[src/rtl/debug_probe_display.sv]
// Debug front end: debounced step/select buttons plus a paged 7-segment view of probe buses.
// Optional feature macro AUTO_SCROLL_EN adds a periodic view-advance timer.

module debug_probe_btn #(
    parameter int unsigned DB_CYCLES = 1000000
) (
    input  logic clk,
    input  logic reset,
    input  logic raw,
    output logic pulse
);
    localparam int unsigned CW = $clog2(DB_CYCLES);

    logic          sync1;
    logic          sync2;
    logic          level;
    logic          level_d;
    logic [CW-1:0] cnt;

    // Synchronise, require DB_CYCLES consecutive mismatching cycles, pulse on accepted rise
    always_ff @(posedge clk) begin
        if (reset) begin
            sync1   <= 1'b0;
            sync2   <= 1'b0;
            level   <= 1'b0;
            level_d <= 1'b0;
            cnt     <= '0;
            pulse   <= 1'b0;
        end else begin
            sync1   <= raw;
            sync2   <= sync1;
            level_d <= level;
            pulse   <= level & ~level_d;
            if (sync2 == level) begin
                cnt <= '0;
            end else if (cnt == CW'(DB_CYCLES - 1)) begin
                level <= sync2;
                cnt   <= '0;
            end else begin
                cnt <= cnt + CW'(1);
            end
        end
    end
endmodule

module debug_probe_display #(
    parameter int unsigned NCH          = 4,
    parameter int unsigned PW           = 32,
    parameter int unsigned DB_CYCLES    = 1000000,
    parameter int unsigned REFRESH_BITS = 17,
    parameter int unsigned SCROLL_BITS  = 27,
    localparam int unsigned NPG         = PW / 16,
    localparam int unsigned CHW         = (NCH > 1) ? $clog2(NCH) : 1,
    localparam int unsigned PGW         = (NPG > 1) ? $clog2(NPG) : 1
) (
    input  logic              clk,
    input  logic              reset,
    input  logic              btn_step,
    input  logic              btn_sel,
    input  logic [NCH*PW-1:0] probes,
    output logic              step_pulse,
    output logic [CHW-1:0]    ch_sel,
    output logic [PGW-1:0]    page_sel,
    output logic [3:0]        an,
    output logic [6:0]        seg,
    output logic              dp
);
    localparam int unsigned NVIEW = NCH * NPG;
    localparam int unsigned VW    = (NVIEW > 1) ? $clog2(NVIEW) : 1;

    if (NCH < 1 || PW < 16 || (PW % 16) != 0 || DB_CYCLES < 2 ||
        REFRESH_BITS < 2 || SCROLL_BITS < 1) begin : g_bad_params
        $error("debug_probe_display: illegal parameter combination");
    end

    logic                    sel_pulse;
    logic                    advance;
    logic [REFRESH_BITS-1:0] refresh;
    logic [1:0]              slot;
    logic [VW-1:0]           vidx;
    logic [15:0]             win;
    logic [3:0]              nib;
    logic [15:0]             views [NVIEW];

    debug_probe_btn #(.DB_CYCLES(DB_CYCLES)) u_step (
        .clk   (clk),
        .reset (reset),
        .raw   (btn_step),
        .pulse (step_pulse)
    );

    debug_probe_btn #(.DB_CYCLES(DB_CYCLES)) u_sel (
        .clk   (clk),
        .reset (reset),
        .raw   (btn_sel),
        .pulse (sel_pulse)
    );

`ifdef AUTO_SCROLL_EN
    logic [SCROLL_BITS-1:0] scroll_cnt;

    // Free-running scroll timer; a manual select restarts the period
    always_ff @(posedge clk) begin
        if (reset || sel_pulse) begin
            scroll_cnt <= '0;
        end else begin
            scroll_cnt <= scroll_cnt + SCROLL_BITS'(1);
        end
    end

    assign advance = sel_pulse | (&scroll_cnt);
`else
    assign advance = sel_pulse;
`endif

    // View index walks pages within a channel, then moves to the next channel
    always_ff @(posedge clk) begin
        if (reset) begin
            ch_sel   <= '0;
            page_sel <= '0;
        end else if (advance) begin
            if (page_sel == PGW'(NPG - 1)) begin
                page_sel <= '0;
                ch_sel   <= (ch_sel == CHW'(NCH - 1)) ? '0 : ch_sel + CHW'(1);
            end else begin
                page_sel <= page_sel + PGW'(1);
            end
        end
    end

    // Channel k page j sits at probes[(k*NPG + j)*16 +: 16]
    for (genvar k = 0; k < int'(NVIEW); k++) begin : g_view
        assign views[k] = probes[k*16 +: 16];
    end

    function automatic logic [6:0] hex7(input logic [3:0] n);
        logic [6:0] s;
        case (n)
            4'h0: s = 7'b1000000;
            4'h1: s = 7'b1111001;
            4'h2: s = 7'b0100100;
            4'h3: s = 7'b0110000;
            4'h4: s = 7'b0011001;
            4'h5: s = 7'b0010010;
            4'h6: s = 7'b0000010;
            4'h7: s = 7'b1111000;
            4'h8: s = 7'b0000000;
            4'h9: s = 7'b0010000;
            4'hA: s = 7'b0001000;
            4'hB: s = 7'b0000011;
            4'hC: s = 7'b1000110;
            4'hD: s = 7'b0100001;
            4'hE: s = 7'b0000110;
            default: s = 7'b0001110;
        endcase
        return s;
    endfunction

    always_comb begin
        slot = refresh[REFRESH_BITS-1 -: 2];
        vidx = VW'(int'(ch_sel) * int'(NPG) + int'(page_sel));
        win  = views[vidx];
        nib  = win[{slot, 2'b00} +: 4];
    end

    // Digit scan; outputs lag the slot change by one cycle
    always_ff @(posedge clk) begin
        if (reset) begin
            refresh <= '0;
            an      <= 4'b1111;
            seg     <= 7'b1111111;
            dp      <= 1'b1;
        end else begin
            refresh <= refresh + REFRESH_BITS'(1);
            an      <= ~(4'b0001 << slot);
            seg     <= hex7(nib);
            dp      <= !((slot == 2'd3) && page_sel[0]);
        end
    end
endmodule
[config.mk]
export PLATFORM = sky130hd
export DESIGN_NAME = debug_probe_display
export DESIGN_NICKNAME = d
export VERILOG_FILES = /design/src/rtl/debug_probe_display.sv
export SDC_FILE = /design/constraint.sdc
export NUM_CORES = 1
export LEC_CHECK = 0
export ABC_CLOCK_PERIOD_IN_PS = 4500
export BUFFER_PORTS_ARGS = -buffer_cell sky130_fd_sc_hd__buf_4
export CAP_MARGIN = 10
export CORE_ASPECT_RATIO = 0.8
export CORE_MARGIN = 5
export CORE_UTILIZATION = 45
export DETAILED_ROUTE_END_ITERATION = 10
export GPL_ROUTABILITY_DRIVEN = 0
export PLACE_DENSITY_LB_ADDON = 0.25
export REMOVE_ABC_BUFFERS = 1
export SYNTH_ARGS = -nofsm -noshare
export SYNTH_HDL_FRONTEND = slang
export SYNTH_SLANG_ARGS = --single-unit
export TNS_END_PERCENT = 5
[constraint.sdc]
create_clock -name clk -period 4.5 [get_ports clk]
set_input_delay 0.45 -clock clk [delete_from_list [all_inputs] [get_ports clk]]
set_output_delay 0.45 -clock clk [all_outputs]
set_load 0.1 [all_outputs]
==> metrics <==
TritonCTS clock tree=done; pre-CTS setup slack=approximately 1500 ps; TritonCTS buffer count=9; Hold Fails Final Rpt=0; Vias/cell=~5.2; wire per inst=roughly 15 um; sequential cell area=between 1500 and 2000 um2; total number of vias=approximately 4000; fin nets=about 770; multi-input combinational cell area=approximately 2900 um2; Setup CP Type=flip-flop to flip-flop; Synth area leaders=dfxtp_1 (35%), mux2i_1 (7.0%), xor2_1 (6.5%); clk_lat worst skew=330 ps; chip height=about 100 um; CORE AREA=between 10000 and 15000 um2; H-tree levels=3; proportion of layout cells with a drive suffix above 1=0.321; Initial DRC Count=258; CP Cell Sequence=mux4_1, a22oi_1, and4_1, inv_2, ha_1, inv_1, nor3_1, a2111oi_2, a31oi_1; main combinational cell family by area after synthesis=simple AND/OR/NAND/NOR gates; crit-path max cell delay=a little under 800 ps; Synth Area in XOR/XNOR=0.0982; Row Count=33; number of setup buffers added after CTS=0; CTS resizes=0; final global-route overflow total=0; predominant post-synthesis flop cell=dfxtp_1; Mean Syn Cell Area=9.65 um2; top cell type's share of synthesized area=0.347; placed inst area=around 5800 um2; leakage=approximately 2.3 nW; outcome=finished clean; hpwl dp=9020 um; CP max-delay cell=dfxtp_2; commonest non-fill, non-tap cell in the layout=buf_4; Max clock buf depth=2; crit-path max FO=28; final wirelength=11400 um; Fill cells=~900; Placed Cells=around 760; DRC=0; final antenna-violating net count=0; ANT cells=0; final setup margin=around 1500 ps; Mapped Area=4730 um2; cells after synthesis=~500; commonest non-fill, non-tap cells in the layout=buf_4 (148), dfxtp_1 (81), nor2_1 (80); clock root cell=clkbuf_16; global-route wire length before repair=18300 um; iteration count of the initial detailed-routing pass=5; Simple-Gate Fraction of Synth Area=0.227; vias in the first global route=3954; die area=between 10000 and 15000 um2; number of synthesis warnings=0; Yosys cell types=58; post-synthesis compound-gate area fraction=0.0984; Slew Limit Fails=0; CP Launch Type=flip-flop; Seq/Total Area, Yosys=0.347; post-synthesis adder-cell area fraction=0.0265; largest net degree at the start of global routing=37; Boundary Pins=roughly 150; chip width=approximately 120 um; final worst path period share=0.662; Worst EP arrival=between 3000 and 4000 ps; RSZ-0062 raised after global routing=false; setup violators final=0; Worst-Margin Slew=998 ps; clock sink count=82; Final Skew=6.71 ps; #FFs+latches synth=82; Total GRT Usage=0.177; quantity of hold-fixing buffers added after cts=0; Starting Density=0.460; highest clock rate=about 340 MHz; normalized max-slew margin=0.334; Worst Setup End Kind=flip-flop; VDD IR-drop max=~0.17 mV; worst min path class=input port to flip-flop; Finished Cell Area=about 6000 um2; post-synthesis mux area share=0.157; post-synth top area cell=dfxtp_1; Layout area overhead=29.7%; Non-Filler Instances=between 700 and 800; Post-Route Setup TNS=0 ps; antenna violations before repair=0; post-synthesis async set-or-reset flop share=0; clock transition at the registers of the reported paths=~60 ps; min Tclk post-route=around 3000 ps; Power Density=approximately 280 nW/um2; maxcap violations=0; Post-synth EDFFs=0; Port Buffers=between 100 and 150; CP required=~4700 ps
state kept, by name, summed over array words and instances (netlist names), 2 cells and up:
name	count
an	4
ch_sel	2
refresh	17
seg	7
u_sel.cnt	20
u_step.cnt	20
stage by stage:
step	util	hold slack, ps	power [mW]
6_report	0.597	331	1.69
4_1_cts	0.597	321	1.71
5_1_grt	0.597	328	1.76
2_1_floorplan	-	367	0.861
3_3_place_gp	0.567	372	0.975
3_5_place_dp	0.567	377	0.977
worst max-delay path: cells and delay by family (launching register included):
family | cells | cell delay, ps
DFF | 1 | 780
muxes | 1 | 640
AOI/OAI and AO/OA | 3 | 590
and+or+nand+nor | 2 | 430
adders and majority gates | 1 | 220
buffers and inverters | 2 | 160
kinds of logic (layout without fill, tap and decap cells):
| family | count (synthesis) | after routing |
|---|---|---|
| mux | 50 | 50 |
| xor+xnor | 53 | 53 |
| fa+ha+maj | 10 | 10 |
| simple gates | 218 | 218 |
| buf+inv | 31 | 171 |
| compound gates | 46 | 46 |
| flops | 82 | 82 |
Yosys cell counts, types with 6 or more instances:
master / number
dfxtp_1: 82
nor2_1: 80
nand2_1: 37
xor2_1: 35
nand3_1: 34
mux2i_1: 33
xnor2_1: 18
nor2b_1: 15
a22oi_1: 10
ha_1: 10
mux4_1: 10
nand4_1: 9
nor3_1: 9
a22oi_2: 7
and3_1: 7
buf_2: 7
mux4_2: 6
final timing paths:
kind	start	end	slack, ps	depth (start not counted)
setup / recovery	page_sel	seg[3]	1520	9
hold / removal	btn_step	u_step.sync1	330	2
setup reg to reg	page_sel	seg[3]	1520	9
hold reg to reg	u_sel.level_d	u_sel.pulse	380	1
routing by layer:
layer  global-route usage  up-vias  routed length [um]
li1                     -     2007                   -
met1                0.217     1862                4830
met2                0.305      132                5700
met3               0.0522        6                 770
met4               0.0548        0                 105
met5                    0        -                   0
area by class of cell:
cell class | instances | area share
inverter | 8 | 0.00530
clock inverter | 4 | 0.00836
multi-input combinational | 377 | 0.468
clock buffer | 11 | 0.0412
sequential | 82 | 0.268
timing repair buffer | 148 | 0.181
tap | 140 | 0.0286
power breakdown:
part | internal, mW | switching [mW] | leakage, nW
combinational | 0.113 | 0.104 | 1.51
sequential | 0.737 | 0.00605 | 0.665
clock | 0.456 | 0.276 | 0.148
(Power assumes the default switching activity.)
